### src/rtl/cordic_pkg.sv
// Shared definitions for the iterative CORDIC sine/cosine sequencer.
//   ANGLE_W / DATA_W : widths of the binary angle and of the Q2.30 data path
//   K_INIT           : CORDIC gain compensation, 0.6072529 in Q2.30
//   atan_lut()       : atan(2^-i) as a binary angle (2^32 = one turn), i = 0..29
//   state_e          : sequencer states
package cordic_pkg;

    localparam int ANGLE_W = 32;
    localparam int DATA_W  = 32;
    localparam int ATAN_N  = 30;

    localparam logic [DATA_W-1:0] K_INIT = 32'h26DD3B6A;

    typedef enum logic [2:0] {
        IDLE,
        LOAD,
        ITERATE,
        MAP,
        DONE
    } state_e;

    // Entries 30 and 31 are never addressed by a legal ITER; they read as zero.
    function automatic logic [ANGLE_W-1:0] atan_lut(input logic [4:0] idx);
        case (idx)
            5'd0:    return 32'h20000000;
            5'd1:    return 32'h12E4051E;
            5'd2:    return 32'h09FB385B;
            5'd3:    return 32'h051111D4;
            5'd4:    return 32'h028B0D43;
            5'd5:    return 32'h0145D7E1;
            5'd6:    return 32'h00A2F61E;
            5'd7:    return 32'h00517C55;
            5'd8:    return 32'h0028BE53;
            5'd9:    return 32'h00145F2F;
            5'd10:   return 32'h000A2F98;
            5'd11:   return 32'h000517CC;
            5'd12:   return 32'h00028BE6;
            5'd13:   return 32'h000145F3;
            5'd14:   return 32'h0000A2FA;
            5'd15:   return 32'h0000517D;
            5'd16:   return 32'h000028BE;
            5'd17:   return 32'h0000145F;
            5'd18:   return 32'h00000A30;
            5'd19:   return 32'h00000518;
            5'd20:   return 32'h0000028C;
            5'd21:   return 32'h00000146;
            5'd22:   return 32'h000000A3;
            5'd23:   return 32'h00000051;
            5'd24:   return 32'h00000029;
            5'd25:   return 32'h00000014;
            5'd26:   return 32'h0000000A;
            5'd27:   return 32'h00000005;
            5'd28:   return 32'h00000003;
            5'd29:   return 32'h00000001;
            default: return 32'h00000000;
        endcase
    endfunction

endpackage

### src/rtl/cordic_microrot.sv
// One combinational CORDIC micro-rotation (rotation mode).
//   x_i, y_i  : current vector, signed Q2.30
//   z_i       : residual angle, signed binary angle
//   shift_i   : iteration index i (shift amount)
//   atan_i    : atan(2^-i) as a binary angle
//   x_o,y_o,z_o : rotated vector and updated residual
// Build option CORDIC_ROUND_EN: when defined, the shifted terms are rounded
// half-up instead of truncated (index 0 is an exact shift either way).
module cordic_microrot
    import cordic_pkg::*;
(
    input  logic signed [DATA_W-1:0]  x_i,
    input  logic signed [DATA_W-1:0]  y_i,
    input  logic signed [ANGLE_W-1:0] z_i,
    input  logic        [4:0]         shift_i,
    input  logic        [ANGLE_W-1:0] atan_i,
    output logic signed [DATA_W-1:0]  x_o,
    output logic signed [DATA_W-1:0]  y_o,
    output logic signed [ANGLE_W-1:0] z_o
);

    function automatic logic signed [DATA_W-1:0] shr(
        input logic signed [DATA_W-1:0] v,
        input logic        [4:0]        sh
    );
`ifdef CORDIC_ROUND_EN
        logic signed [DATA_W-1:0] bias;
        if (sh == 5'd0) begin
            return v;
        end
        bias = DATA_W'(1) << (sh - 5'd1);
        return (v + bias) >>> sh;
`else
        return v >>> sh;
`endif
    endfunction

    logic signed [DATA_W-1:0] x_sh;
    logic signed [DATA_W-1:0] y_sh;

    // Both shifted terms come from the old x/y, so the update is simultaneous.
    assign x_sh = shr(x_i, shift_i);
    assign y_sh = shr(y_i, shift_i);

    always_comb begin
        if (!z_i[ANGLE_W-1]) begin
            x_o = x_i - y_sh;
            y_o = y_i + x_sh;
            z_o = z_i - $signed(atan_i);
        end else begin
            x_o = x_i + y_sh;
            y_o = y_i - x_sh;
            z_o = z_i + $signed(atan_i);
        end
    end

endmodule

### src/rtl/cordic_rr_sequencer.sv
// Iterative CORDIC sine/cosine engine shared by two requesters.
//   clk, reset               : clock, asynchronous active-high reset
//   reqN_valid/angle/ready   : angle request from requester N (binary angle,
//                              2^32 = one turn); ready only in IDLE for the
//                              round-robin winner
//   out_valid/out_ready      : result handshake; out_cos/out_sin are signed
//                              Q2.30, out_id names the owning requester
//   busy                     : high whenever a job is in flight
// Parameters: ITER micro-rotations (8..30); TOL_SHIFT is informational.
// Build option CORDIC_ROUND_EN selects rounded shifts in cordic_microrot.
module cordic_rr_sequencer
    import cordic_pkg::*;
#(
    parameter int ITER      = 24,
    parameter int TOL_SHIFT = 6
) (
    input  logic               clk,
    input  logic               reset,
    input  logic               req0_valid,
    input  logic [ANGLE_W-1:0] req0_angle,
    output logic               req0_ready,
    input  logic               req1_valid,
    input  logic [ANGLE_W-1:0] req1_angle,
    output logic               req1_ready,
    output logic               out_valid,
    input  logic               out_ready,
    output logic [DATA_W-1:0]  out_cos,
    output logic [DATA_W-1:0]  out_sin,
    output logic               out_id,
    output logic               busy
);

    if (ITER < 8 || ITER > ATAN_N || TOL_SHIFT < 0) begin : g_bad_param
        $error("cordic_rr_sequencer: ITER must lie in 8..30");
    end

    localparam logic [4:0] LAST_IDX = 5'(ITER - 1);

    state_e                    state_q,   state_d;
    logic                      rr_ptr_q,  rr_ptr_d;
    logic [ANGLE_W-1:0]        angle_q,   angle_d;
    logic                      id_q,      id_d;
    logic [1:0]                quad_q,    quad_d;
    logic [4:0]                cnt_q,     cnt_d;
    logic signed [DATA_W-1:0]  x_q,       x_d;
    logic signed [DATA_W-1:0]  y_q,       y_d;
    logic signed [ANGLE_W-1:0] z_q,       z_d;
    logic [DATA_W-1:0]         out_cos_q, out_cos_d;
    logic [DATA_W-1:0]         out_sin_q, out_sin_d;
    logic                      out_id_q,  out_id_d;

    logic signed [DATA_W-1:0]  x_nx;
    logic signed [DATA_W-1:0]  y_nx;
    logic signed [ANGLE_W-1:0] z_nx;

    logic grant;
    logic grant_vld;

    // A lone requester wins outright; a tie goes to the round-robin pointer.
    assign grant_vld  = (state_q == IDLE) && (req0_valid || req1_valid);
    assign grant      = (req0_valid && req1_valid) ? rr_ptr_q : req1_valid;
    assign req0_ready = grant_vld && !grant;
    assign req1_ready = grant_vld &&  grant;

    cordic_microrot u_microrot (
        .x_i     (x_q),
        .y_i     (y_q),
        .z_i     (z_q),
        .shift_i (cnt_q),
        .atan_i  (atan_lut(cnt_q)),
        .x_o     (x_nx),
        .y_o     (y_nx),
        .z_o     (z_nx)
    );

    always_comb begin
        state_d   = state_q;
        rr_ptr_d  = rr_ptr_q;
        angle_d   = angle_q;
        id_d      = id_q;
        quad_d    = quad_q;
        cnt_d     = cnt_q;
        x_d       = x_q;
        y_d       = y_q;
        z_d       = z_q;
        out_cos_d = out_cos_q;
        out_sin_d = out_sin_q;
        out_id_d  = out_id_q;

        unique case (state_q)
            IDLE: begin
                if (grant_vld) begin
                    angle_d  = grant ? req1_angle : req0_angle;
                    id_d     = grant;
                    rr_ptr_d = !grant;
                    state_d  = LOAD;
                end
            end
            LOAD: begin
                // The top two bits select the quadrant; the rest is a residual
                // in [0, 90 deg), well inside the CORDIC convergence range.
                quad_d  = angle_q[ANGLE_W-1 -: 2];
                z_d     = {2'b00, angle_q[ANGLE_W-3:0]};
                x_d     = K_INIT;
                y_d     = '0;
                cnt_d   = '0;
                state_d = ITERATE;
            end
            ITERATE: begin
                x_d = x_nx;
                y_d = y_nx;
                z_d = z_nx;
                if (cnt_q == LAST_IDX) begin
                    state_d = MAP;
                end else begin
                    cnt_d = cnt_q + 5'd1;
                end
            end
            MAP: begin
                unique case (quad_q)
                    2'd0: begin out_cos_d =  x_q; out_sin_d =  y_q; end
                    2'd1: begin out_cos_d = -y_q; out_sin_d =  x_q; end
                    2'd2: begin out_cos_d = -x_q; out_sin_d = -y_q; end
                    default: begin out_cos_d = y_q; out_sin_d = -x_q; end
                endcase
                out_id_d = id_q;
                state_d  = DONE;
            end
            DONE: begin
                if (out_ready) begin
                    state_d = IDLE;
                end
            end
            default: state_d = IDLE;
        endcase
    end

    always_ff @(posedge clk or posedge reset) begin
        if (reset) begin
            state_q   <= IDLE;
            rr_ptr_q  <= 1'b0;
            angle_q   <= '0;
            id_q      <= 1'b0;
            quad_q    <= '0;
            cnt_q     <= '0;
            x_q       <= '0;
            y_q       <= '0;
            z_q       <= '0;
            out_cos_q <= '0;
            out_sin_q <= '0;
            out_id_q  <= 1'b0;
        end else begin
            state_q   <= state_d;
            rr_ptr_q  <= rr_ptr_d;
            angle_q   <= angle_d;
            id_q      <= id_d;
            quad_q    <= quad_d;
            cnt_q     <= cnt_d;
            x_q       <= x_d;
            y_q       <= y_d;
            z_q       <= z_d;
            out_cos_q <= out_cos_d;
            out_sin_q <= out_sin_d;
            out_id_q  <= out_id_d;
        end
    end

    assign out_valid = (state_q == DONE);
    assign busy      = (state_q != IDLE);
    assign out_cos   = out_cos_q;
    assign out_sin   = out_sin_q;
    assign out_id    = out_id_q;

endmodule

### config.mk
export PLATFORM = sky130hd
export DESIGN_NAME = cordic_rr_sequencer
export DESIGN_NICKNAME = d
export VERILOG_FILES = /design/src/rtl/cordic_pkg.sv /design/src/rtl/cordic_microrot.sv /design/src/rtl/cordic_rr_sequencer.sv
export SDC_FILE = /design/constraint.sdc
export NUM_CORES = 1
export LEC_CHECK = 0
export CORE_MARGIN = 2
export CORE_UTILIZATION = 60
export CTS_CLUSTER_SIZE = 30
export DETAILED_ROUTE_END_ITERATION = 12
export GPL_ROUTABILITY_DRIVEN = 1
export PLACE_DENSITY = 0.79
export SYNTH_ARGS = -nofsm -noshare
export SYNTH_HDL_FRONTEND = slang
export SYNTH_SLANG_ARGS = --single-unit
### constraint.sdc
create_clock -name clk -period 9.05 [get_ports clk]
set_input_delay 1.81 -clock clk [delete_from_list [all_inputs] [get_ports clk]]
set_output_delay 1.81 -clock clk [all_outputs]
set_load 0.01 [all_outputs]
# --- After elaboration in Yosys (flattened, before gate mapping) ---
# Memory sizes are Yosys's and may differ from the RTL's.
# Index checks and enable logic that the tools add are counted.
classes:
  add_sub_neg: 9
  multipliers: 0
  div: 0
  order_cmp: 0
  n_eq_ne: 11
  n_shift: 2
  n_mux: 16
  n_bitwise: 0
  reduce_logical: 13
op_table:
  columns: ["operator", "n"]
  rows:
  - ["case mux 32 bit (2 select lines)", 3]
  - ["case mux 32 bit (3 select lines)", 2]
  - ["two-way mux 32 bit", 4]
  - ["adder 32 bit", 3]
  - ["subtractor 32 bit", 3]
  - ["negator 32 bit", 2]
  - [">>> shifter 32 x 5 -> 32 bit", 2]
  - ["case mux 3 bit (5 select lines)", 1]
  - ["case mux 5 bit (2 select lines)", 1]
  - ["two-way mux 3 bit", 3]
  - ["== test 3 x 2 -> 1 bit (second input constant)", 2]
  - ["inequality test 2 bit (second input constant)", 3]
  - ["adder 5 x 1 -> 5 bit (second input constant)", 1]
  - ["== test 5 bit (second input constant)", 1]
  - ["two-way mux 5 bit", 1]
  - ["logical AND 1 bit", 4]
  - ["AND reduction 2 bit", 2]
  - ["== test 3 x 1 -> 1 bit (second input constant)", 1]
  - ["== test 3 bit (second input constant)", 1]
  - ["logical NOT 3 bit", 1]
  - ["AND reduction 3 bit", 1]
  - ["nonzero test 3 bit", 1]
  - ["== test 2 x 1 -> 1 bit (second input constant)", 1]
  - ["== test 2 bit (second input constant)", 1]
  - ["6 further kinds", 6]
word_totals:
  register_bits: 205
  latchBits: 0
  ramBits: 0
  mem_bits_ro: 960
  in_bits: 69
  output_inout_bits: 69
  memories: 1
mem_list:
  columns: ["name", "depth", "word_bits", "read_ports", "rd_ports_with_merged_regs", "write_ports", "line", "source"]
  rows:
  - ["(name not given)", 32, 30, 1, 0, 0, "cordic_pkg.sv:24", "case (idx)"]

# --- Depth between registers and ports, before layout ---
logic_depth:
  word_depth: 4
  ltp_mapped: 30

# --- Modules after synthesis ---
# From an unflattened synthesis, not the netlist that was laid out.
unflattened:
  hier_cells: 2714
  area_unflattened_um2: 22644.2
by_module_without_submodules:
  columns: ["mod", "n_inst", "cells_each", "area_per_inst_um2", "seq_area_each_um2"]
  rows:
  - ["cordic_rr_sequencer", 1, 1265, 11447.2, 5129.9]
  - ["cordic_microrot", 1, 1449, 11197.0, 0.0]

# --- Worst setup path after synthesis ---
# No wires, ideal clock.
synth_timing:
  path_kind: "reg-to-reg"
  startpoint: "register cnt_q[0]"
  endpoint: "register z_q[31]"
  setup_ns: 0.137
  arrival_ns: 6.016
  slack_ns: 2.896
  path_stages_with_launch: 27
  n_path_buf: 5
  cell_sequence: "dfrtp_1 > buf_6 > inv_2 > buf_2 > clkbuf_1 > ha_1 > clkbuf_1 > o211ai_1 > and3_1 > ha_1 > inv_1 > or3_1 > nor4_1 > nor4b_1 > nor2_1 > xor2_1 > ha_1 > clkbuf_1 > a21oi_1 > o21ai_0 > a2111oi_0 > a31oi_1 > a211oi_1 > nand2_1 > o21ai_0 > xnor2_1 > o22ai_1"
synth_between:
  elab_chain_len: 4
  word_cells_on_any_way: 5
  cone_classes: "2 x add/sub; 2 x mux; 1 x memory"
synth_rtl:
  columns: ["item", "line", "source"]
  rows:
  - ["from (decl)", "cordic_rr_sequencer.sv:44", "logic [4:0] cnt_q, cnt_d;"]
  - ["from (signal assigned)", "cordic_rr_sequencer.sv:158", "cnt_q <= cnt_d;"]
  - ["memory (32 x 30 bit) (*)", null, null]
  - ["subtractor 32 bit / adder 32 bit (equally long branches)", "cordic_microrot.sv:49, cordic_microrot.sv:53", null]
  - ["two-way mux 32 bit (*)", "cordic_microrot.sv:46", "if (!z_i[ANGLE_W-1]) begin"]
  - ["case mux 32 bit (2 select lines) (*)", "cordic_rr_sequencer.sv:90", "unique case (state_q)"]
  - ["to (signal assigned)", "cordic_rr_sequencer.sv:161", "z_q <= z_d;"]
  - ["to (decl)", "cordic_rr_sequencer.sv:47", "logic signed [ANGLE_W-1:0] z_q, z_d;"]
# Every way passes the cells marked *; elsewhere a longest branch is shown, timed or not.
# A chain may end at the register's enable or synchronous reset.

# --- Worst setup path after layout ---
# Same ends and word-level chain as after synthesis.

==> impl_table.tex <==
\begin{tabular}{lr}
\hline
Metric & Value \\
\hline
\multicolumn{2}{l}{\textbf{Routing}} \\
\quad Average detailed-routed wire length per instance & 23.7 um \\
\quad Detailed-route wire length on metal 1 & 29.6 mm \\
\quad Number of vias after detailed routing & 22500 \\
\quad Met2 routed wirelength & 36.3 mm \\
\quad Detailed-route vias per instance & 6.82 \\
\quad First DRT Iteration DRCs & 2355 \\
\quad WL final & 78.2 mm \\
\quad Number of routed nets with antenna violations & 0 \\
\quad DR WL met3 & 7.20 mm \\
\quad Highest routing layer actually used & met4 \\
\quad Drt drc & 0 \\
\quad Total iterations of the first detailed-routing run & 6 \\
\multicolumn{2}{l}{\textbf{CTS}} \\
\quad CTS max path bufs & 3 \\
\quad Root cell of the clock tree & clkbuf\_16 \\
\quad TritonCTS clock tree & done \\
\quad Number of buffers inserted by hold repair at cts & 0 \\
\quad Number of H-tree levels & 1 \\
\quad Clock transition at the registers of the reported paths & 0.06 ns \\
\quad Number of gates resized after cts & 0 \\
\quad Setup fix buffers added after clock tree synthesis & 0 \\
\quad Clock net sink count & 205 \\
\quad Clock latency reported for the late side of the worst-skew pair & 0.57 ns \\
\quad Number of clock buffers inserted by TritonCTS & 25 \\
\multicolumn{2}{l}{\textbf{Hold path}} \\
\quad Cell depth of the worst min-delay path & 1 \\
\quad Hold WC Path Type & reg2reg \\
\quad Hold Path End & rr\_ptr\_q \\
\quad Worst Hold Launch & rr\_ptr\_q \\
\multicolumn{2}{l}{\textbf{Layout}} \\
\quad Non-filler cells in the finished layout & 3307 \\
\quad Fraction of final layout cells with drive strength greater than 1 & 0.0800 \\
\quad Antenna diode instance count & 0 \\
\quad Number of inserted filler cells in the final layout & 3066 \\
\quad Area used by multi-input combinational logic & 16100 um2 \\
\quad Storage element area & 5150 um2 \\
\quad Final nets & 3012 \\
\quad Synth-to-Final Area Change & 9.82\% \\
\multicolumn{2}{l}{\textbf{Logic synthesis}} \\
\quad Most instantiated library cell after synthesis & nand2\_1 \\
\quad Cell count after synthesis & 2843 \\
\quad Commonest cells post-synth & nand2\_1, o21ai\_0, nor2\_1 \\
\quad Dominant cell type by area after synthesis & dfrtp\_1 \\
\quad Nets in the synthesized netlist & 3032 \\
\quad Area share of the largest cell type after synthesis & 0.228 \\
\quad Asr flop ratio synth & 1.00 \\
\quad Syn\_area\_per\_cell & 7.91 um2 \\
\quad Number of synthesized flops with an enable pin & 0 \\
\quad Most used flip-flop cell after synthesis & dfrtp\_1 \\
\quad Biggest area contributors in the synthesized netlist & dfrtp\_1, nand2\_1, ha\_1 \\
\quad Synthesized flop and latch total & 205 \\
\quad Count of synthesis-stage warnings from yosys & 0 \\
\quad Combined area of all synthesized cells & 22500 um2 \\
\quad Library cells used by synthesis & 100 \\
\quad Part of the Yosys area used for sequential elements & 0.228 \\
\multicolumn{2}{l}{\textbf{Placement}} \\
\quad Cell Count Post-Placement & 3264 \\
\quad Pre-CTS setup slack & 1.59 ns \\
\quad Dpl hpwl & 56.9 mm \\
\quad Count of input and output buffers & 137 \\
\quad Final estimated routing congestion in global placement & 1.05 \\
\multicolumn{2}{l}{\textbf{Die}} \\
\quad Die ar. & 39100 um2 \\
\quad Number of standard-cell rows in the floorplan & 70 \\
\quad Number of I/O pins & 138 \\
\quad Overall die height & 198 um \\
\quad Core box area & 36800 um2 \\
\quad Die Span X & 198 um \\
\quad Effective utilization at floorplan & 0.611 \\
\multicolumn{2}{l}{\textbf{STA}} \\
\quad Worst Slack Setup Final & 1.49 ns \\
\quad F\_max & 132 MHz \\
\quad Number of failing hold endpoints at the final stage & 0 \\
\quad Relative slew margins & 0.148 \\
\quad RSZ-0062 raised after global routing & false \\
\quad Fin Setup TNS & 0 ns \\
\quad Slew of the pin with the lowest slew margin & 1.28 ns \\
\quad Fraction of the cycle the final worst path needs & 0.835 \\
\quad Final clock skew & 0.0255 ns \\
\quad Hold WS & 0.469 ns \\
\quad Final Critical Period & 7.56 ns \\
\quad Final count of pins violating max slew & 0 \\
\quad Final count of negative-setup-slack endpoints & 0 \\
\multicolumn{2}{l}{\textbf{Critical path}} \\
\quad R2r endpoint & z\_q[31] \\
\quad Reg2Reg Setup Slack & 1.49 ns \\
\quad Worst-path cell with the longest stage delay & dfrtp\_4 \\
\quad Worst endpoint required time & 9.45 ns \\
\quad Worst r2r path cells & 22 \\
\quad Critical-path cell list & inv\_2 -> ha\_1 -> a21oi\_1 -> a221oi\_1 -> o21ai\_1 -> or3\_1 -> nor4\_1 -> nor4b\_1 -> nor2\_1 -> xnor2\_1 -> ha\_1 -> and2\_1 -> nand2\_1 -> nor2\_1 -> and4\_1 -> o21ai\_0 -> a31oi\_1 -> a211oi\_1 -> nand2\_1 -> o21ai\_0 -> xnor2\_1 -> o22ai\_1 \\
\quad Critical path endpoint category & register \\
\quad Crit path DAT & 7.96 ns \\
\quad Worst Path Class, Setup & reg2reg \\
\quad Category of the worst setup path launch point & register \\
\quad Number of buffers and inverters on the critical path & 1 \\
\quad Largest stage delay on the critical path & 0.94 ns \\
\quad Startpoint of the most critical register-to-register path & cnt\_q[0] \\
\quad Max FO, Critical Path & 56 \\
\quad Family of cells with the greatest summed delay on the critical path & simple AND/OR/NAND/NOR gates \\
\multicolumn{2}{l}{\textbf{Job}} \\
\quad Maxcap violations & 0 \\
\multicolumn{2}{l}{\textbf{GRT}} \\
\quad Number of global-route vias before repair & 21800 \\
\quad Total global-route track usage & 0.398 \\
\quad Overall overflow remaining after global route & 0 \\
\quad Initial antenna violation count & 0 \\
\quad First-pass GRT wire length & 122 mm \\
\quad Largest net degree at the start of global routing & 124 \\
\multicolumn{2}{l}{\textbf{Run status}} \\
\quad Result of the run & finished clean \\
\hline
\end{tabular}
-- placed cells by master, fill, tap and decap left out, types with 10 or more instances in the layout --
master,netlist,routed
ha_1,117,117
nor2b_1,26,26
or3_1,33,33
a22oi_1,48,48
nand4_1,14,14
o22ai_1,22,22
nand2b_1,31,31
clkbuf_16,0,25
nand3_1,39,39
and3_1,35,35
clkdlybuf4s50_1,0,137
mux2_2,33,33
o211ai_1,20,20
dfrtp_1,205,197
mux2i_1,80,80
o21ai_0,237,237
a21o_1,40,40
nand2_1,411,410
mux4_1,12,12
o21a_1,21,21
a21oi_1,214,213
nor2_1,230,229
and2_1,16,15
xor2_1,100,100
a221oi_1,10,10
o31ai_1,24,24
buf_4,6,51
a211oi_1,28,28
o221ai_1,13,13
or2_2,12,12
a31oi_1,54,54
mux4_2,55,55
inv_1,59,58
nor3_1,51,50
xnor2_1,139,139
o21bai_1,21,21
-- layer usage --
layer  global-route usage  up-vias
li1                     -    10300
met4                0.233        0
met3               0.0777      342
met5                    0        -
met2                0.663     1252
met1                0.479    10700
-- final cells by class --
| type | count | area share |
|---|---|---|
| Clock buffer | 35 | 0.0289 |
| Tap cell | 468 | 0.0237 |
| Sequential cell | 205 | 0.208 |
| Timing Repair Buffer | 188 | 0.0710 |
| Multi-Input combinational cell | 2340 | 0.652 |
| Clock inverter | 8 | 0.00593 |
| Inverter | 63 | 0.00988 |
-- sequential cells by signal, summed over array words and instances (netlist names) --
signal and count:
angle_q 32, out_cos 32, out_sin 32, x_q 32, y_q 32, z_q 32
cnt_q 5, state_q 3, quad_q 2, id_q 1, out_id 1, rr_ptr_q 1
-- logic make-up (layout without fill, tap and decap cells) --
kind of cell               Yosys count  count (layout)  synth area share
adders and majority gates          120             120            0.0677
and+or+nand+nor                    954             954             0.195
AOI/OAI and AO/OA                  846             846             0.237
DFF                                205             205             0.228
buffers and inverters              298             294            0.0570
muxes                              181             181             0.122
xor gates and xnor gates           239             239            0.0931
-- worst max path at each step --
stage	cells past startpoint	endpoint	slack, ns	startpoint
after floorplan	1	angle_q[0]	1.64	reset
after global placement	22	z_q[31]	1.68	cnt_q[0]
after detailed placement	22	z_q[31]	1.59	cnt_q[0]
after CTS	22	z_q[31]	1.56	cnt_q[0]
after global routing	22	z_q[31]	0.91	cnt_q[0]
final	22	z_q[31]	1.49	cnt_q[0]
-- through the flow --
step | instance area (um2) | utilization
2_1_floorplan | 22500 | -
3_3_place_gp | 23800 | 0.648
3_5_place_dp | 23800 | 0.648
4_1_cts | 24700 | 0.672
5_1_grt | 24700 | 0.672
6_report | 24700 | 0.672
Power is left out: the tool's default activity adds up to more than one toggle a clock period on the data nets, which glitch-free logic cannot reach.
